[src/rtl/muldiv_unit.sv]
// Iterative RV32M multiply/divide unit: one shift-add or restoring shift-subtract step per clock.
// Optional MULDIV_FAST_MUL_EN: multiplies finish in a single cycle using a wide multiplier.
module muldiv_unit #(
  parameter int unsigned XLEN = 32
) (
  input  logic            clk,
  input  logic            rst,
  input  logic            start,
  input  logic [2:0]      funct3,
  input  logic [XLEN-1:0] rs1_val,
  input  logic [XLEN-1:0] rs2_val,
  input  logic [4:0]      rd_in,
  output logic            busy,
  output logic            done,
  output logic [XLEN-1:0] result,
  output logic [4:0]      rd_out,
  output logic            wb_we
);

  localparam logic [1:0] S_IDLE = 2'd0;
  localparam logic [1:0] S_CALC = 2'd1;
  localparam logic [1:0] S_DONE = 2'd2;

  localparam int unsigned CW = $clog2(XLEN);
  localparam logic [CW-1:0]   CNT_LAST = CW'(XLEN - 1);
  localparam logic [XLEN-1:0] INT_MIN  = {1'b1, {(XLEN-1){1'b0}}};

  logic [1:0]        state_q, state_d;
  logic [CW-1:0]     cnt_q, cnt_d;
  logic [2*XLEN-1:0] acc_q, acc_d;
  logic [XLEN-1:0]   opd_q, opd_d;
  logic              sign_q, sign_d;
  logic [2:0]        f3_q, f3_d;
  logic [4:0]        rd_q, rd_d;
  logic [XLEN-1:0]   result_q, result_d;

  // Operand decode at the accept edge
  logic            is_div;
  logic            sgn_a_en, sgn_b_en;
  logic            neg_a, neg_b;
  logic [XLEN-1:0] mag_a, mag_b;
  logic            div_zero, div_ovf;
  logic [XLEN-1:0] special_word;

  always_comb begin
    is_div   = funct3[2];
    sgn_a_en = is_div ? ~funct3[0] : (funct3[1:0] != 2'b11);
    sgn_b_en = is_div ? ~funct3[0] : ~funct3[1];
    neg_a    = sgn_a_en & rs1_val[XLEN-1];
    neg_b    = sgn_b_en & rs2_val[XLEN-1];
    mag_a    = neg_a ? -rs1_val : rs1_val;
    mag_b    = neg_b ? -rs2_val : rs2_val;
    div_zero = is_div & (rs2_val == '0);
    div_ovf  = is_div & ~funct3[0] & (rs1_val == INT_MIN) & (rs2_val == '1);
    if (div_zero) special_word = funct3[1] ? rs1_val : '1;
    else          special_word = funct3[1] ? '0 : INT_MIN;
  end

`ifdef MULDIV_FAST_MUL_EN
  logic [2*XLEN-1:0] fast_a, fast_b, fast_prod;

  always_comb begin
    fast_a    = {{XLEN{neg_a}}, rs1_val};
    fast_b    = {{XLEN{neg_b}}, rs2_val};
    fast_prod = fast_a * fast_b;
  end
`endif

  // One iteration step: acc holds {product} for multiply, {remainder, quotient} for divide
  logic [XLEN:0]     mul_sum;
  logic [2*XLEN-1:0] mul_next;
  logic [XLEN:0]     div_shift;
  logic              div_ge;
  logic [XLEN-1:0]   div_sub;
  logic [2*XLEN-1:0] div_next;
  logic [2*XLEN-1:0] step_next;
  logic [2*XLEN-1:0] mul_fix;
  logic [XLEN-1:0]   mul_word;
  logic [XLEN-1:0]   div_raw;
  logic [XLEN-1:0]   div_word;
  logic [XLEN-1:0]   fin_word;

  always_comb begin
    mul_sum   = {1'b0, acc_q[2*XLEN-1:XLEN]} + (acc_q[0] ? {1'b0, opd_q} : '0);
    mul_next  = {mul_sum, acc_q[XLEN-1:1]};

    div_shift = {acc_q[2*XLEN-1:XLEN], acc_q[XLEN-1]};
    div_ge    = div_shift >= {1'b0, opd_q};
    // Remainder stays below the divisor, so the low XLEN bits of the difference are exact
    div_sub   = div_shift[XLEN-1:0] - opd_q;
    div_next  = {(div_ge ? div_sub : div_shift[XLEN-1:0]), acc_q[XLEN-2:0], div_ge};

    step_next = f3_q[2] ? div_next : mul_next;

    mul_fix   = sign_q ? -mul_next : mul_next;
    mul_word  = (f3_q[1:0] == 2'b00) ? mul_fix[XLEN-1:0] : mul_fix[2*XLEN-1:XLEN];
    div_raw   = f3_q[1] ? div_next[2*XLEN-1:XLEN] : div_next[XLEN-1:0];
    div_word  = sign_q ? -div_raw : div_raw;
    fin_word  = f3_q[2] ? div_word : mul_word;
  end

  always_comb begin
    state_d  = state_q;
    cnt_d    = cnt_q;
    acc_d    = acc_q;
    opd_d    = opd_q;
    sign_d   = sign_q;
    f3_d     = f3_q;
    rd_d     = rd_q;
    result_d = result_q;

    case (state_q)
      S_IDLE: begin
        if (start) begin
          f3_d   = funct3;
          rd_d   = rd_in;
          cnt_d  = '0;
          sign_d = (funct3[2] & funct3[1]) ? neg_a : (neg_a ^ neg_b);
          if (is_div) begin
            opd_d = mag_b;
            acc_d = {{XLEN{1'b0}}, mag_a};
          end else begin
            opd_d = mag_a;
            acc_d = {{XLEN{1'b0}}, mag_b};
          end
          if (div_zero || div_ovf) begin
            result_d = special_word;
            state_d  = S_DONE;
          end
`ifdef MULDIV_FAST_MUL_EN
          else if (!is_div) begin
            result_d = (funct3[1:0] == 2'b00) ? fast_prod[XLEN-1:0] : fast_prod[2*XLEN-1:XLEN];
            state_d  = S_DONE;
          end
`endif
          else begin
            state_d = S_CALC;
          end
        end
      end
      S_CALC: begin
        acc_d = step_next;
        cnt_d = cnt_q + CW'(1);
        if (cnt_q == CNT_LAST) begin
          result_d = fin_word;
          state_d  = S_DONE;
        end
      end
      S_DONE:  state_d = S_IDLE;
      default: state_d = S_IDLE;
    endcase
  end

  always_ff @(posedge clk or posedge rst) begin
    if (rst) begin
      state_q  <= S_IDLE;
      cnt_q    <= '0;
      acc_q    <= '0;
      opd_q    <= '0;
      sign_q   <= 1'b0;
      f3_q     <= '0;
      rd_q     <= '0;
      result_q <= '0;
    end else begin
      state_q  <= state_d;
      cnt_q    <= cnt_d;
      acc_q    <= acc_d;
      opd_q    <= opd_d;
      sign_q   <= sign_d;
      f3_q     <= f3_d;
      rd_q     <= rd_d;
      result_q <= result_d;
    end
  end

  always_comb begin
    busy   = (state_q == S_CALC) || (state_q == S_DONE);
    done   = (state_q == S_DONE);
    result = result_q;
    rd_out = rd_q;
    wb_we  = done && (rd_q != 5'd0);
  end

endmodule

[config.mk]
export PLATFORM = sky130hd
export DESIGN_NAME = muldiv_unit
export DESIGN_NICKNAME = d
export VERILOG_FILES = /design/src/rtl/muldiv_unit.sv
export SDC_FILE = /design/constraint.sdc
export NUM_CORES = 1
export LEC_CHECK = 0
export CORE_MARGIN = 2
export CORE_UTILIZATION = 62
export DETAILED_ROUTE_END_ITERATION = 6
export PLACE_DENSITY = 0.83
export SYNTH_ARGS = -nofsm -noshare
export SYNTH_HDL_FRONTEND = slang
export SYNTH_SLANG_ARGS = --single-unit
[constraint.sdc]
create_clock -name clk -period 6.5 [get_ports clk]
set_input_delay 1.3 -clock clk [delete_from_list [all_inputs] [get_ports clk]]
set_output_delay 1.3 -clock clk [all_outputs]
set_load 0.02 [all_outputs]
# [Word level (Yosys, flattened, before mapping)]
# Cells that the tools add are included.
[op_classes] addsub=7 muxes=30 reduce_logical=12 order_cmp=1 n_eq_ne=9 bitwise_logic=10
[op_table] op="32-bit two-way mux" count=16
[op_table] op="64-bit two-way mux" count=3
[op_table] op="64-bit one-hot mux with 2 select lines" count=1
[op_table] op="32-bit negation" count=3
[op_table] op="32-bit equality test (second input constant)" count=2
[op_table] op="64-bit negation" count=1
[op_table] op="32-bit one-hot mux with 2 select lines" count=1
[op_table] op="32-bit by 32-bit adder with 33-bit output" count=1
[op_table] op="33-bit by 32-bit greater-or-equal comparator with 1-bit output" count=1
[op_table] op="32-bit zero test" count=1
[op_table] op="32-bit subtractor" count=1
[op_table] op="5-bit one-hot mux with 2 select lines" count=1
[op_table] op="2-bit != test (second input constant)" count=4
[op_table] op="1-bit AND" count=7
[op_table] op="2-bit two-way mux" count=3
[op_table] op="2-bit AND reduction" count=3
[op_table] op="5-bit by 1-bit adder with 5-bit output (second input constant)" count=1
[op_table] op="5-bit equality test (second input constant)" count=1
[op_table] op="5-bit two-way mux" count=1
[op_table] op="5-bit nonzero test" count=1
[op_table] op="2-bit zero test" count=2
[op_table] op="2-bit one-hot mux with 2 select lines" count=1
[op_table] op="4-bit AND reduction" count=1
[op_table] op="1-bit two-way mux" count=3
[op_table] op="other kinds (7)" count=9
[totals] input_bits=75 wordCells=77 regBits=144 output_inout_bits=40

# [Logic depth before layout (Yosys ltp)]
[logic_depth] depth_word=8 mapped_depth=17 ltp_nobuf=16

# [Worst setup path after synthesis]
# Ideal clock, no wire load.
[synth_timing] path_kind="input to register" from="input rs2_val[9]" to="register result_q[18] (netlist: result[18])" setup_ps=119 arrival_ps=4439 path_buffers=2 stages=13 slack_ps=1942 t_required_ps=6381 path_cell_list="or4_1 -> or3_1 -> or3_1 -> nor4_1 -> and3_1 -> nand2_1 -> o21a_1 -> nand2b_1 -> a21oi_1 -> clkbuf_1 -> clkbuf_1 -> o2111ai_1 -> o21a_1"
[synth_via] elab_chain_len=6 elab_cells_between_ends=11 cone_classes="eq/ne (2); mux (4); bitwise (2); reduce/logical (3)"
[synth_lines] element="from (decl)" line_no="11" source="input logic [XLEN-1:0] rs2_val,"
[synth_lines] element="32-bit zero test" line_no="53" source="div_zero = is_div & (rs2_val == '0);"
[synth_lines] element="1-bit AND" line_no="53"
[synth_lines] element="32-bit two-way mux" line_no="55" source="if (div_zero) special_word = funct3[1] ? rs1_val : '1;"
[synth_lines] element="32-bit two-way mux" line_no="126" source="if (div_zero || div_ovf) begin"
[synth_lines] element="32-bit two-way mux" line_no="114" source="if (start) begin"
[synth_lines] element="32-bit one-hot mux with 2 select lines" line_no="112" source="case (state_q)"
[synth_lines] element="to (signal assigned)" line_no="172" source="result_q <= result_d;"
[synth_lines] element="to (decl)" line_no="35" source="logic [XLEN-1:0] result_q, result_d;"
# Parallel ways exist; a longest one is shown, timed or not. The select of a mux whose other input is x is not followed.
# A chain may end at the register's enable or synchronous reset.

# [Worst setup path after layout]
[layout_timing] from="register acc_q[0]" to="register result_q[28] (netlist: result[28])"
[layout_via] elab_chain_len=8 elab_cells_between_ends=11 cone_classes="add/sub (3); mux (8)"
[layout_lines] element="from (decl)" line_no="30" source="logic [2*XLEN-1:0] acc_q, acc_d;"
[layout_lines] element="from (signal assigned)" line_no="158" source="acc_q <= '0;"
[layout_lines] element="from (signal assigned)" line_no="167" source="acc_q <= acc_d;"
[layout_lines] element="32-bit two-way mux" line_no="84" source="mul_sum = {1'b0, acc_q[2*XLEN-1:XLEN]} + (acc_q[0] ? {1'b0, opd_q} : '0);"
[layout_lines] element="32-bit by 32-bit adder with 33-bit output" line_no="84"
[layout_lines] element="64-bit negation" line_no="95" source="mul_fix = sign_q ? -mul_next : mul_next;"
[layout_lines] element="64-bit two-way mux" line_no="95"
[layout_lines] element="32-bit two-way mux" line_no="96" source="mul_word = (f3_q[1:0] == 2'b00) ? mul_fix[XLEN-1:0] : mul_fix[2*XLEN-1:XLEN];"
[layout_lines] element="32-bit two-way mux *" line_no="99" source="fin_word = f3_q[2] ? div_word : mul_word;"
[layout_lines] element="32-bit two-way mux *" line_no="144" source="if (cnt_q == CNT_LAST) begin"
[layout_lines] element="32-bit one-hot mux with 2 select lines *" line_no="112"
# Mark *: on every way between the ends. The rest lies on a longest branch, timed or not. The select of a mux whose other input is x is not followed.

==> impl_metrics.json <==
{
  "start_util": 0.626,
  "die_y_um": 168,
  "syn-num-nets": 2451,
  "syn_inst": 2300,
  "grt_pass1_wl_um": 105000,
  "setup_tns_ns": 0,
  "vias": 19300,
  "internal_power_mw": 4.82,
  "die_w_um": 168,
  "global_route.usage.met1": 0.594,
  "htree_levels": 4,
  "wire_per_inst_um": 26.4,
  "final_nets": 2446,
  "grtUsageMet2": 0.751,
  "cp-start-kind": "flip-flop",
  "drcViolationCount": 37,
  "power_frac_comb": 0.739,
  "post_cts_resize_count": 0,
  "synth_seq_cells": 144,
  "synth_edf_count": 0,
  "synth.most_common_cell": "nand2_1",
  "grt_max_degree": 114,
  "power.density_nw_per_um2": 615,
  "avgSynthCellArea_um2": 7.28,
  "crit_type": "flip-flop to flip-flop",
  "io_pins": 115,
  "globalRoute.busiestLayer": "met2",
  "clkPwrFrac": 0.093,
  "maxCapViolCount": 0,
  "hold_path.class": "flip-flop to flip-flop",
  "cts_tree": "done",
  "die_area_um2": 28300,
  "antenna_found_initial": 3,
  "clock-root-buffer": "clkbuf_16",
  "place_area_um2": 17900,
  "tightestPinTransition_ns": 1.20,
  "synth_commonest_cells": "nand2_1 (232), a21oi_1 (223), nor2_1 (219), o21ai_0 (191), dfrtp_1 (144)",
  "clock_path_buffers": 2,
  "slew_headroom": 0.197,
  "syn-cell-area_um2": 16700,
  "multi_input_area_um2": 12200,
  "setup_viol": 0,
  "endpoint_kind": "flip-flop",
  "rsz0062_at_grt": "no",
  "worstPathRequired_ns": 6.81,
  "wirelength_um": 69900,
  "clk_pin_slew_worst_paths_ns": 0.07,
  "dp_cells": 2617,
  "switchingPower_mw": 6.58,
  "dp_hpwl_um": 53600,
  "synthArstFlopShare": 1.00,
  "cts_setup_buffers": 0,
  "worstPathMaxFanout": 31,
  "ys_types": 87,
  "clkSinkCount": 144,
  "max_freq_ghz": 0.176,
  "synth.largest_area_cell": "dfrtp_1",
  "hold_viol_final": 0,
  "n_fill_cell": 2361,
  "hold_slack_ns": 0.499,
  "cts-hold-fix-buffers": 0,
  "p_leak_nw": 7.30,
  "syn2layout_area_growth_pct": 10.7,
  "final_cell_area_um2": 18500,
  "yosysSeqAreaShare": 0.215,
  "switching_share": 0.577,
  "cts_buffers": 17,
  "fin_crit_sh": 0.873,
  "fin_crit_ns": 5.67,
  "grt_use_met3": 0.119,
  "power_frac_seq": 0.167,
  "core_area_um2": 26700,
  "ir_worst_vdd_mv": 0.691,
  "yosys_most_used_dff": "dfrtp_1",
  "insertion_delay_ns": 0.45,
  "rows": 60,
  "fin_util": 0.693,
  "layout-drive-gt1-share": 0.0577,
  "grt.total_usage": 0.486,
  "viasPerCell": 7.26,
  "cp.arrival_ns": 5.99,
  "routabilityCongestion": 1.05,
  "ff_latch_area_um2": 3610,
  "gr-total-overflow": 0,
  "status": "complete, but fails checks",
  "synth_top_area_share": 0.215,
  "yosys_warnings": 0,
  "violations": "DRC",
  "fin_cells": 2651,
  "drt-pass1-iter-count": 7,
  "ant_nets": 0,
  "finClkSkew_ns": 0.0169,
  "io_buffers": 114,
  "drv_slew": 0,
  "grt_pass1_vias": 17900,
  "dr.first_iter.drc_count": 3168,
  "synth.area.top_cells": "dfrtp_1 (22%), a21oi_1 (6.7%), o21ai_0 (5.7%)"
}
layout by cell type, fill, tap and decap left out, types with 34 or more instances in the layout:
| cell | count |
|---|---|
| nor2_1 | 218 |
| o21ai_0 | 191 |
| ha_1 | 73 |
| a21oi_1 | 222 |
| nand2_1 | 232 |
| and2_1 | 52 |
| o31ai_1 | 43 |
| inv_1 | 69 |
| mux2_2 | 38 |
| o211ai_1 | 34 |
| xnor2_1 | 102 |
| clkdlybuf4s50_1 | 113 |
| dfrtp_1 | 141 |
| xor2_1 | 81 |
| nor3_1 | 43 |
| a211oi_1 | 53 |
| buf_4 | 35 |
| nand3_1 | 45 |
layer usage:
metal,vias to the layer above,share of wire
met4,4,0.087
met5,-,0.00033
li1,8436,-
met3,379,0.13
met2,1448,0.43
met1,8986,0.35
logic make-up after synthesis:
| logic type | Yosys count | share of synthesized area |
|---|---|---|
| simple gates | 774 | 0.221 |
| flops | 144 | 0.215 |
| compound gates | 810 | 0.310 |
| xor+xnor | 183 | 0.0958 |
| buf+inv | 244 | 0.0562 |
| fa+ha+maj | 76 | 0.0577 |
| mux | 69 | 0.0441 |
per-stage QoR:
| step | worst slack [ns] | power, mW |
|---|---|---|
| 2_1_floorplan | 1.33 | 7.28 |
| 3_3_place_gp | 1.06 | 9.72 |
| 3_5_place_dp | 0.970 | 9.88 |
| 4_1_cts | 0.991 | 11.0 |
| 5_1_grt | 0.613 | 11.9 |
| 6_report | 0.826 | 11.4 |
layout make-up:
type                       instances  share of cell area
timing repair buffer             148              0.0752
clock inverter                    14             0.00918
antenna                            3            0.000405
sequential                       144               0.195
inverter                          72              0.0149
tap                              341              0.0230
clock buffer                      17              0.0230
multi-input combinational       1912               0.660
path summary, 6_finish.rpt:
check | start | endpoint | slack, ns | depth (start not counted)
setup / recovery | acc_q[0] | result[28] | 0.83 | 15
hold / removal | result[18] | result[18] | 0.50 | 1
setup reg to reg | acc_q[0] | result[28] | 0.83 | 15
hold reg to reg | result[18] | result[18] | 0.50 | 1
max in group asynchronous | rst | f3_q[1] | 4.07 | 3
min in group asynchronous | rst | cnt_q[3] | 1.32 | 2
power groups by stage:
stage          clock, mW  sequential [mW]  combinational (mW)
6_report            1.06             1.91                8.43
5_1_grt             1.09             1.93                8.91
4_1_cts             1.04             1.86                8.07
3_5_place_dp           0             1.87                8.01
3_3_place_gp           0             1.85                7.87
2_1_floorplan          0             1.71                5.57
sequential cells by signal (all words and copies together), names as in the netlist:
signal   cells
acc_q       64
cnt_q        5
f3_q         3
opd_q       32
rd_out       5
result      32
sign_q       1
state_q      2
critical path, cell delays in order (launching register included):
cell and delay [ns]:
dfrtp_1 0.42, buf_4 0.25, and2_1 0.22, fa_1 0.46
a211oi_1 0.37, o211ai_1 0.16, a21oi_1 0.68, xnor2_1 0.28
a2111o_1 0.48, or4_1 0.48, or4_1 0.59, nor3_1 0.39
a21oi_1 0.15, xor2_1 0.22, o311ai_1 0.27, a22oi_1 0.13
(Power assumes the default switching activity.)
